## config.mk

```make
export PLATFORM = sky130hd
export DESIGN_NAME = md5_pad
export DESIGN_NICKNAME = d
export VERILOG_FILES = /design/src/rtl/md5_pad.sv
export SDC_FILE = /design/constraint.sdc
export NUM_CORES = 1
export LEC_CHECK = 0
export BUFFER_PORTS_ARGS = -buffer_cell sky130_fd_sc_hd__buf_2
export CAP_MARGIN = 20
export CORE_AREA = 2 2 202 204
export CTS_BUF_LIST = sky130_fd_sc_hd__clkbuf_8
export DETAILED_ROUTE_END_ITERATION = 6
export DIE_AREA = 0 0 204 206
export PLACE_DENSITY = 0.85
export SLEW_MARGIN = 0
export SYNTH_ARGS = -nofsm -noshare
export SYNTH_HDL_FRONTEND = slang
export SYNTH_SLANG_ARGS = --single-unit
export TNS_END_PERCENT = 1
```

## constraint.sdc

```tcl
create_clock -name clk -period 8.93 [get_ports clk]
set_input_delay 0.893 -clock clk [delete_from_list [all_inputs] [get_ports clk]]
set_output_delay 0.893 -clock clk [all_outputs]
set_load 0.02 [all_outputs]
```

## src/rtl/md5_pad.sv

```systemverilog
// md5_pad: collects a byte stream of up to MAX_LEN bytes and presents it as
// one MD5-padded 512-bit block (0x80 terminator, 64-bit little-endian bit
// length in bytes 56..63). Over-long messages are discarded up to in_last.
module md5_pad #(
    parameter int unsigned MAX_LEN = 55
) (
    input  logic         clk,
    input  logic         reset,
    input  logic [7:0]   in_byte,
    input  logic         in_valid,
    input  logic         in_last,
    output logic         in_ready,
    output logic [511:0] mesg,
    output logic         mesg_valid,
    input  logic         mesg_ready,
    output logic         too_long
);

    typedef enum logic [1:0] {
        LOAD = 2'd0,
        PAD  = 2'd1,
        HOLD = 2'd2,
        ERR  = 2'd3
    } state_t;

    localparam logic [5:0] MAX_CNT = 6'(MAX_LEN);

    state_t       state_q, state_d;
    logic [5:0]   count_q, count_d;
    logic [511:0] mesg_q, mesg_d;
    logic         err_last_q, err_last_d;

    logic [8:0]   bitlen;
    logic [8:0]   byte_lsb;

    // Byte i occupies mesg[511-8i -: 8]; its low bit sits at 504-8i.
    assign bitlen   = {count_q, 3'b000};
    assign byte_lsb = 9'd504 - {count_q, 3'b000};
    assign mesg     = mesg_q;

    // State, byte count and block register; synchronous active-low reset.
    always_ff @(posedge clk) begin
        if (!reset) begin
            state_q    <= LOAD;
            count_q    <= '0;
            mesg_q     <= '0;
            err_last_q <= 1'b0;
        end else begin
            state_q    <= state_d;
            count_q    <= count_d;
            mesg_q     <= mesg_d;
            err_last_q <= err_last_d;
        end
    end

    // Next-state, block update and handshake outputs.
    always_comb begin
        state_d    = state_q;
        count_d    = count_q;
        mesg_d     = mesg_q;
        err_last_d = err_last_q;
        in_ready   = 1'b0;
        mesg_valid = 1'b0;
        too_long   = 1'b0;

        case (state_q)
            LOAD: begin
                in_ready = reset;
                if (in_valid) begin
                    if (count_q == MAX_CNT) begin
                        // Overflow byte is dropped; remember whether it also
                        // ended the message so ERR can leave immediately.
                        state_d    = ERR;
                        err_last_d = in_last;
                    end else begin
                        mesg_d[byte_lsb +: 8] = in_byte;
                        count_d               = count_q + 6'd1;
                        if (in_last) begin
                            state_d = PAD;
                        end
                    end
                end
            end

            PAD: begin
                mesg_d[byte_lsb +: 8] = 8'h80;
                mesg_d[63:56]         = bitlen[7:0];
                mesg_d[55:48]         = {7'b0000000, bitlen[8]};
                mesg_d[47:0]          = '0;
                state_d               = HOLD;
            end

            HOLD: begin
                mesg_valid = 1'b1;
                if (mesg_ready) begin
                    state_d = LOAD;
                    mesg_d  = '0;
                    count_d = '0;
                end
            end

            ERR: begin
                too_long = 1'b1;
                in_ready = reset & ~err_last_q;
                if (err_last_q || (in_valid && in_last)) begin
                    state_d    = LOAD;
                    mesg_d     = '0;
                    count_d    = '0;
                    err_last_d = 1'b0;
                end
            end

            default: begin
                state_d = LOAD;
            end
        endcase
    end

endmodule
```

==> summary.md <==
| Metric | Value |
|---|---|
| Reg2reg start | `count_q[1]` |
| Hold buffer count at CTS | `0` |
| Initial Util | `0.516` |
| Critical Path RT | `9550 ps` |
| Via density | `6.53` |
| Most frequent cell after synthesis | `dfxtp_1` |
| Drt first-iter violations | `2563` |
| CTS root buf | `clkbuf_8` |
| Synth Cell Area | `20700 um^2` |
| Critical Path Sink Type | `flip-flop` |
| Synth area leader | `dfxtp_1` |
| CTS tree | `done` |
| Cts bufs inserted | `84` |
| Routed Antenna Nets | `0` |
| Layout cell share with drive strength beyond 1 | `0.274` |
| Chip height | `206 um` |
| Fin. Hold Viols | `0` |
| Cell count after synthesis | `2246` |
| Area grow syn2layout | `22.8%` |
| PD cells | `197 nW/um^2` |
| Slew @ Worst Pin | `1130 ps` |
| Setup TNS | `0 ps` |
| Post-synth EDFFs | `0` |
| RSZ-0062 raised after global routing | `no` |
| Fill cells | `3320` |
| # setup viols final | `0` |
| CTS max path bufs | `3` |
| Worst setup SP type | `flip-flop` |
| DPL Wire Length | `60600 um` |
| Finished Cell Area | `25500 um^2` |
| CP max FO | `52` |
| Initial antenna violation count | `0` |
| Antenna diode count | `0` |
| Total vias in the final route | `21706` |
| Top_reg_cell synth | `dfxtp_1` |
| Min-Delay Path Class | `flip-flop to flip-flop` |
| Total setup buffers inserted after CTS | `0` |
| Reg2Reg Depth | `7` |
| VDD IR max | `0.116 mV` |
| Leading post-synthesis cells by cell area | `dfxtp_1 (50%), o2bb2ai_1 (4.4%), nand2_1 (4.0%)` |
| Fmax | `0.213 GHz` |
| WL/cell | `25.9 um` |
| Status | `finished, final reports clean` |
| Num ports | `~530` |
| R2R setup slack | `4230 ps` |
| Final Max Slew Viols | `0` |
| Final net count | `2747` |
| Cell row count | `74` |
| Core footprint | `40200 um^2` |
| Seq cells post-synth | `about 520` |
| Drt drc | `0` |
| GPL Wtd Cong | `between 1 and 1.5` |
| Critical path type | `flip-flop to flip-flop` |
| CTS sink cnt | `521` |
| Largest net degree at the start of global routing | `97` |
| Sequential fraction of the synthesis area | `0.503` |
| Min Tclk post-route | `4700 ps` |
| Final period util | `0.527` |
| Die area | `roughly 42000 um^2` |
| Placed inst area | `23600 um^2` |
| Commonest cells in the netlist | `dfxtp_1 (521), nand2_1 (219), nor2_1 (169)` |
| Pleak | `11.2 nW` |
| Max capacitance violation total | `0` |
| # port buffers | `527` |
| H-tree depth | `3` |
| DIE WIDTH | `204 um` |
| Synth cell types | `88` |
| Clock Latency Late Sink | `roughly 700 ps` |
| Clk slew on worst S/H paths | `60 ps` |
| Aggregate global routing overflow | `0` |
| Syn_nets | `2268` |
| Global-route wire length before repair | `125000 um` |
| Synthesis Warnings | `0` |
| GRT Util Overall | `0.390` |
| Drt first pass iters | `7` |
| Vias in the first global route | `20172` |
| Crit path from | `count_q[1]` |
| Arrival time at the worst endpoint | `5330 ps` |
| PostCTS Resize Cnt | `0` |
| Ys async rst share | `0` |
| Post-synth top area share | `0.503` |
| Max_slew headroom | `0.241` |
| Syn Area/Cell | `between 9 and 10 um^2` |
| Clock Skews | `54.6 ps` |
| Total wire length | `86100 um` |
layout by cell type (no fill, tap or decap), types with 74 or more instances in the layout:
| cell type | n |
|---|---|
| a21oi_1 | 113 |
| and3_1 | 74 |
| dfxtp_1 | 521 |
| clkbuf_8 | 104 |
| buf_2 | 527 |
| o21ai_0 | 95 |
| o2bb2ai_1 | 103 |
| nand2_1 | 218 |
| nand3_1 | 128 |
| nor2_1 | 167 |
routing by layer:
metal / track usage / share of wire / wire (um)
met1: 0.487 / 0.37 / 32100
met4: 0.262 / 0.072 / 6190
met5: 0 / 0 / 0
met2: 0.580 / 0.43 / 36800
met3: 0.119 / 0.13 / 11000
metrics by stage:
stage          power (mW)  utilization  setup WS [ps]  hold WS [ps]  std cells
6_report             5.03        0.634           4230           456       3323
5_1_grt              5.14        0.634           4030           472       3323
4_1_cts              4.99        0.631           3890           455       3313
3_5_place_dp         2.89        0.588           3910           441       3161
3_3_place_gp         2.88        0.588           4050           433       3161
2_1_floorplan        2.70            -           5820           520       2246
logic make-up (layout without fill, tap and decap cells):
logic type               count (synthesis)  count (layout)  synth area share
multiplexers                             6               6           0.00356
buffers and inverters                  200             745            0.0417
XOR/XNOR                                 7               7           0.00332
flip-flops                             521             521             0.503
AND/OR/NAND/NOR                        818             818             0.197
adder cells (fa/ha/maj)                  9               9           0.00543
AO/OA/AOI/OAI                          685             685             0.246
power by group:
part / total (mW) / internal (mW) / switching, mW
Clock: 2.16 / 1.15 / 1.01
Sequential: 2.35 / 2.34 / 0.0151
Combinational: 0.521 / 0.0942 / 0.427
worst min-delay path by stage:
stage	from	to	cells after the start
floorplan	flip-flop	flip-flop	2
global placement	flip-flop	flip-flop	2
detailed placement	flip-flop	flip-flop	1
CTS	flip-flop	flip-flop	2
global route	flip-flop	flip-flop	1
finish	flip-flop	flip-flop	1
worst max-delay path: stages (launching register included):
cell     delay, ps
dfxtp_1        880
ha_1           840
nand4_1        690
nand2_4        620
buf_4          610
nor3_1         200
nor2_1         490
a22o_1         240
cell type report:
class | instances | area [um^2] | share of cell area
clock buffer | 104 | 1430 | 0.0562
tap | 532 | 666 | 0.0261
timing repair buffer | 569 | 3000 | 0.118
sequential | 521 | 10400 | 0.410
multi-input combinational | 1525 | 9540 | 0.374
inverter | 24 | 91.3 | 0.00359
clock inverter | 48 | 315 | 0.0124
No activity file was read; power rests on OpenSTA's default activity.
